### src/rtl/ctrl_pkg.sv
// Shared types and sizing for the token-authenticated countdown controller.
// Latency: n/a (types only). Backpressure: n/a.
// Holds the FSM state encoding and widths used by controller and down_counter8.
package ctrl_pkg;

    localparam int TOKEN_W   = 3;
    localparam int DATA_W    = 8;
    localparam int MAX_FAILS = 3;
    localparam int FAIL_W    = $clog2(MAX_FAILS + 1);

    typedef enum logic [2:0] {
        IDLE = 3'd0,
        AUTH = 3'd1,
        LOAD = 3'd2,
        RUN  = 3'd3,
        LOCK = 3'd4
    } state_t;

endpackage

### src/rtl/controller_down_counter8.sv
// Loadable down-counter holding the remaining count; saturates at zero.
// Latency: 1 clock from clr/load/en to count. Backpressure: none; clr beats load beats en.
// The zero flag is decoded from the count register.
module down_counter8
    import ctrl_pkg::*;
(
    input  logic              clock,
    input  logic              reset,
    input  logic              clr,
    input  logic              load,
    input  logic              en,
    input  logic [DATA_W-1:0] load_val,
    output logic [DATA_W-1:0] count,
    output logic              zero
);

    assign zero = (count == '0);

    always_ff @(posedge clock or negedge reset) begin
        if (!reset) begin
            count <= '0;
        end else if (clr) begin
            count <= '0;
        end else if (load) begin
            count <= load_val;
        end else if (en && !zero) begin
            count <= count - 1'b1;
        end
    end

endmodule

### src/rtl/controller.sv
// Token-checked countdown controller: authenticate, load TimeData, count it down.
// Latency: every transition and output update takes 1 clock; outputs are registered.
// Backpressure: none; dropping request aborts the session at the next edge.
module controller
    import ctrl_pkg::*;
(
    input  logic               clock,
    input  logic               reset,
    input  logic               request,
    input  logic               confirm,
    input  logic [TOKEN_W-1:0] system_token,
    input  logic [TOKEN_W-1:0] user_token,
    input  logic [DATA_W-1:0]  TimeData,
    output logic [DATA_W-1:0]  data_P,
    output logic [DATA_W-1:0]  data_Q
);

    state_t            state, state_nxt;
    logic [FAIL_W-1:0] fail_cnt, fail_cnt_nxt;
    logic              q_clr, q_load, q_dec, q_zero;

    always_ff @(posedge clock or negedge reset) begin
        if (!reset) begin
            state    <= IDLE;
            fail_cnt <= '0;
            data_P   <= '0;
        end else begin
            state    <= state_nxt;
            fail_cnt <= fail_cnt_nxt;
            if (q_load) begin
                data_P <= TimeData;
            end
        end
    end

    // data_Q is only non-zero in RUN, so it is cleared on every exit from RUN.
    always_comb begin
        state_nxt    = state;
        fail_cnt_nxt = fail_cnt;
        q_clr        = 1'b0;
        q_load       = 1'b0;
        q_dec        = 1'b0;
        case (state)
            IDLE: begin
                if (request) begin
                    state_nxt = AUTH;
                end
            end
            AUTH: begin
                if (!request) begin
                    state_nxt = IDLE;
                end else if (confirm) begin
                    if (user_token == system_token) begin
                        fail_cnt_nxt = '0;
                        state_nxt    = LOAD;
                    end else begin
                        fail_cnt_nxt = fail_cnt + 1'b1;
                        if (fail_cnt_nxt == FAIL_W'(MAX_FAILS)) begin
                            state_nxt = LOCK;
                        end
                    end
                end
            end
            LOAD: begin
                if (!request) begin
                    state_nxt = IDLE;
                end else if (confirm) begin
                    q_load    = 1'b1;
                    state_nxt = RUN;
                end
            end
            RUN: begin
                if (!request || q_zero) begin
                    q_clr     = 1'b1;
                    state_nxt = IDLE;
                end else begin
                    q_dec = 1'b1;
                end
            end
            LOCK: begin
                state_nxt = LOCK;
            end
            default: begin
                q_clr     = 1'b1;
                state_nxt = IDLE;
            end
        endcase
    end

    down_counter8 u_q_cnt (
        .clock    (clock),
        .reset    (reset),
        .clr      (q_clr),
        .load     (q_load),
        .en       (q_dec),
        .load_val (TimeData),
        .count    (data_Q),
        .zero     (q_zero)
    );

endmodule

### config.mk
export PLATFORM = sky130hd
export DESIGN_NAME = controller
export DESIGN_NICKNAME = d
export VERILOG_FILES = /design/src/rtl/ctrl_pkg.sv /design/src/rtl/controller_down_counter8.sv /design/src/rtl/controller.sv
export SDC_FILE = /design/constraint.sdc
export NUM_CORES = 1
export LEC_CHECK = 0
export CORE_UTILIZATION = 40
export CTS_CLUSTER_SIZE = 8
export DETAILED_ROUTE_END_ITERATION = 12
export GPL_TIMING_DRIVEN = 0
export PLACE_DENSITY = 0.71
export SYNTH_ARGS = -nofsm -noshare
export SYNTH_HDL_FRONTEND = slang
export SYNTH_SLANG_ARGS = --single-unit
export TNS_END_PERCENT = 30
### constraint.sdc
create_clock -name clock -period 2.3 [get_ports clock]
set_clock_uncertainty 0.2 [all_clocks]
set_input_delay 0.46 -clock clock [delete_from_list [all_inputs] [get_ports clock]]
set_output_delay 0.46 -clock clock [all_outputs]
set_load 0.1 [all_outputs]
* Word level (Yosys, flattened, before mapping)
Cells that the tools add are included.
** Operators by class
- Add/subtract/negate cells :: 2
- Equal/unequal tests :: 11
- Multiplexer cells :: 20
- Reduce and logical (&&, ||, !) cells :: 10
** Operator list (count)
- $mux 3 :: 8
- $mux 8 :: 3
- $pmux 3 s5 :: 1
- $logic_not 8->1 :: 1
- $sub 8x1->8 const B :: 1
- $eq 3x2->1 const B :: 2
- $mux 1 :: 6
- $ne 3x3->1 const B :: 2
- $reduce_and 5->1 :: 1
- $ne 2x2->1 const B :: 2
- $ne 4x4->1 const B :: 1
- $reduce_or 4->1 :: 1
- $eq 3x1->1 const B :: 1
- $eq 3x3->1 :: 1
- $eq 3x3->1 const B :: 1
- $logic_not 3->1 :: 1
- $reduce_and 3->1 :: 1
- $reduce_bool 3->1 :: 1
- $add 2x1->2 const B :: 1
- $eq 2x2->1 const B :: 1
- $logic_not 1->1 :: 2
- $mux 2 :: 1
- $pmux 1 s2 :: 1
- $logic_and 1x1->1 :: 1
- $logic_or 1x1->1 :: 1
** Storage, ports and cells
- Flip-flop bits (word level) :: 21
- Input port bits :: 18
- Output and inout port bits :: 16
- Logic and storage cells :: 47

* Longest topological paths before layout
- Depth in word-level cells :: 8
- Depth in mapped cells :: 6
- Gate-level depth less buffers :: 6

* By module
From an unflattened synthesis, not the netlist that was laid out.
** Second synthesis, totals
- Cell total of the unflattened synthesis :: 116
- Area, all modules :: 1244.9 sq um
** Modules (own cells, without submodules)
- controller :: times used 1, cells each 55, area an instance 689.4 sq um, sequential area each 325.3 sq um
- down_counter8 :: times used 1, cells each 61, area an instance 555.5 sq um, sequential area each 200.2 sq um

* Worst setup path before layout
No wires, ideal clock.
- Kind :: register to register
- Start point :: reg u_q_cnt.count[0]
- End point :: reg u_q_cnt.count[6]
- Library setup time :: 0.127 ns
- Arrival :: 2.356 ns
- Data required time :: 1.973 ns
- Slack :: -0.383 ns
- Cell stages (with the launch flop) :: 7
- Buffers on the path :: 0
- Cells stage by stage :: dfrtp_1 -> inv_1 -> ha_1 -> or3b_4 -> or3_1 -> a211o_1 -> a221o_1
** Between the ends
- Word-level cells in the longest chain between the ends :: 6
- Elaborated cells between the ends (all ways) :: 13
- Classes of those cells :: 1 x add/sub; 7 x mux; 5 x reduce/logical
** RTL lines
- start: declaration :: line controller_down_counter8.sv:13 : output logic [DATA_W-1:0] count,
- start signal: assignment :: line controller_down_counter8.sv:25 : count <= load_val;
- start signal: assignment :: line controller_down_counter8.sv:27 : count <= count - 1'b1;
- parallel branches: the longest is 6 deep, another holds $sub 8x1->8
Several ways; the timed one is not identified. The select of a mux whose other input is x is not followed.
A chain may end at the register's enable or synchronous reset.

* Worst setup path after layout
- Start point :: reg u_q_cnt.count[1]
- End point :: reg u_q_cnt.count[6]
Same word-level chain as after synthesis.

==> results.tsv <==
metric	value	unit
period_share	99.58	%
syn-cell-area	0.001219	mm^2
use_met2	30.76	%
grt_max_degree	22	
cts_hold_buf	0	
fp.coreArea	0.002829	mm^2
synth.top_cells.by_count	29 x nand2_1, 21 x dfrtp_1, 9 x inv_1	
irDropWorstVdd	0.5302	mV
routabilityCongestion	0.8110	
hold_viol	0	
antenna_cells	0	
ys_seq_area_share	43.12	%
synth.distinct_cells	41	
clk_root_buffer_cell	clkbuf_4	
route.detailed.drc	10	
yosys_warnings	0	
crit_path_start	u_q_cnt.count[1]$_DFFE_PN0P_	
hold_path_class	reg2reg	
die_x	57.20	um
drive_gt1_share	17.37	%
clkLatencyLatePin	0.30	ns
synth.area.top_cells	dfrtp_1 43%, nand2_1 8.9%, clkbuf_8 3.4%, ha_1 3.1%, o211ai_1 3.1%	
met3_usage	2.268	%
io_buffers	33	
grtUsageMet1	23.70	%
antenna_found_initial	0	
post-route-util	57.28	%
cts_tree	done	
postSynthAreaPerCell	9.447	um^2
dr.pass1.iters	8	
synth_seq_cells	21	
synth_async_sr_flop_share	100.0	%
pwr_density_cell	1358	mW/mm^2
hp-start	data_P[7]$_DFFE_PN0P_	
rr_worst_depth	6	
ctsLongestPathBuffers	2	
p_leak	0.7779	nW
synth_area_leader_cell	dfrtp_1	
dieArea	0.003271	mm^2
pin_count	34	
required	2.29	ns
syn-num-nets	150	
place_inst	193	
syn2layout_area_growth	32.96	%
busiest_layer	met2	
hold_depth	2	
grt_pass1_vias	1034	
fmax	436.6	MHz
die_y	57.20	um
slew_viol_final	0	
slew_headroom	34.87	%
cts-buffers-inserted	3	
grt-ovfl-total	0	
crit_fanout	5	
synth.top_cell.area_share	43.12	%
rsz0062_at_grt	true	
synth-edff-count	0	
worstSetupStartpointType	flop	
wl_per_cell	13.83	um
worst_pin_slew	0.9738	ns
regToRegEndpoint	u_q_cnt.count[6]$_DFFE_PN0P_	
setup_viol	0	
viasPerCell	5.611	
grt_first_pass_wirelength	4.512	mm
synth_most_common_cell	nand2_1	
fillers	272	
arrival	2.28	ns
ff2ff_setup_slack	0.01	ns
violations	design-rule violations	
path_clk_slew	0.13	ns
postRouteAntennaNets	0	
rows	19	
cts_sinks	21	
drt_iter0_drc	53	
r2r-start	u_q_cnt.count[1]$_DFFE_PN0P_	
hpwl	1.996	mm
min_period	2.290	ns
start_util	43.08	%
min_to	data_P[7]$_DFFE_PN0P_	
synth-main-ff-cell	dfrtp_1	
num_vias	1111	
nets	189	
status	complete, but fails checks	
grt_usage	17.76	%
htreeDepth	1	
cp-end-kind	flop	
syn_inst	129	
critPathKind	reg2reg	
stdcell_count	198	
max-cap-violations	0	
routed_wl	2.739	mm
==> cells in the final DEF, fill, tap and decap left out, types with 4 or more instances in the layout <==
| cell | instances |
|---|---|
| dlygate4sd2_1 | 10 |
| o211ai_1 | 5 |
| nor2_1 | 5 |
| clkbuf_2 | 5 |
| o21ai_0 | 5 |
| nand2_1 | 29 |
| xor2_1 | 4 |
| dfrtp_1 | 17 |
| inv_1 | 7 |
| clkdlybuf4s50_1 | 17 |
==> metal layers <==
layer / routed length [um] / up-vias
met5: 0 / -
met4: 9 / 0
met3: 135 / 2
met2: 1313 / 29
met1: 1280 / 535
li1: - / 545
==> worst max-delay path by stage <==
stage                                         endpoint  slack (ns)  depth (start not counted)
after global routing      u_q_cnt.count[6]$_DFFE_PN0P_       -0.02                          6
final                     u_q_cnt.count[6]$_DFFE_PN0P_        0.01                          6
after detailed placement  u_q_cnt.count[4]$_DFFE_PN0P_       -0.15                          6
after floorplan           u_q_cnt.count[6]$_DFFE_PN0P_       -0.07                          6
after global placement    u_q_cnt.count[4]$_DFFE_PN0P_       -0.13                          6
after CTS                                    data_Q[0]        0.02                          1
==> stage by stage <==
| stage | total power, W | instance area [um^2] | TNS, ns | hold slack, ns | setup WS (ns) |
|---|---|---|---|---|---|
| final | 0.002200 | 1620 | 0 | 0.2867 | 0.009720 |
| after global routing | 0.002327 | 1620 | -0.03076 | 0.3152 | -0.01894 |
| after CTS | 0.002184 | 1624 | 0 | 0.2902 | 0.01954 |
| after detailed placement | 0.002061 | 1615 | -0.2342 | 0.2655 | -0.1460 |
| after global placement | 0.002034 | 1615 | -0.1714 | 0.2580 | -0.1303 |
| after floorplan | 0.001727 | 1246 | -0.07375 | -0.03559 | -0.07375 |
==> flip-flops by register name, indices dropped and copies added (netlist names) <==
signal,cells
data_P,8
fail_cnt,2
state,3
u_q_cnt.count,8
==> repair_timing <==
action                                  4_1_cts  5_1_grt
endpoints found under the setup margin       16        6
setup buffers                                 0        1
resized for setup                            18       10
==> area by class of cell <==
cell class | instances | area (um^2) | share of cell area, %
Inverter | 9 | 38.79 | 2.394
Tap cell | 31 | 38.79 | 2.394
Clock buffer | 4 | 26.28 | 1.622
Timing Repair Buffer | 34 | 300.3 | 18.53
Multi-Input combinational cell | 94 | 623.1 | 38.46
Sequential cell | 21 | 535.5 | 33.05
Buffer | 5 | 57.56 | 3.552
==> critical path, cell delays in order, from the launching register on <==
cell and delay [ns]:
dfrtp_4 0.53, inv_4 0.08, ha_4 0.12, or3b_4 0.38, or3_1 0.31, a211o_1 0.26, a221o_1 0.29
==> power breakdown <==
part / switching, W / internal [W] / total [W]
logic: 0.00101 / 0.000383 / 0.00139
clock network: 0.000114 / 0.0000675 / 0.000182
registers: 0.000126 / 0.000499 / 0.000624
total: 0.00125 / 0.000949 / 0.00220
==> cells by family (layout without fill, tap and decap cells) <==
family,count (synthesis),count (layout),synth area share (%)
flops,21,21,43.12
compound gates,30,30,18.69
simple gates,56,56,23.92
buf+inv,14,52,7.494
mux,1,1,0.8214
fa+ha+maj,3,3,3.080
xor+xnor,4,4,2.874
No activity file was read; power rests on OpenSTA's default activity.
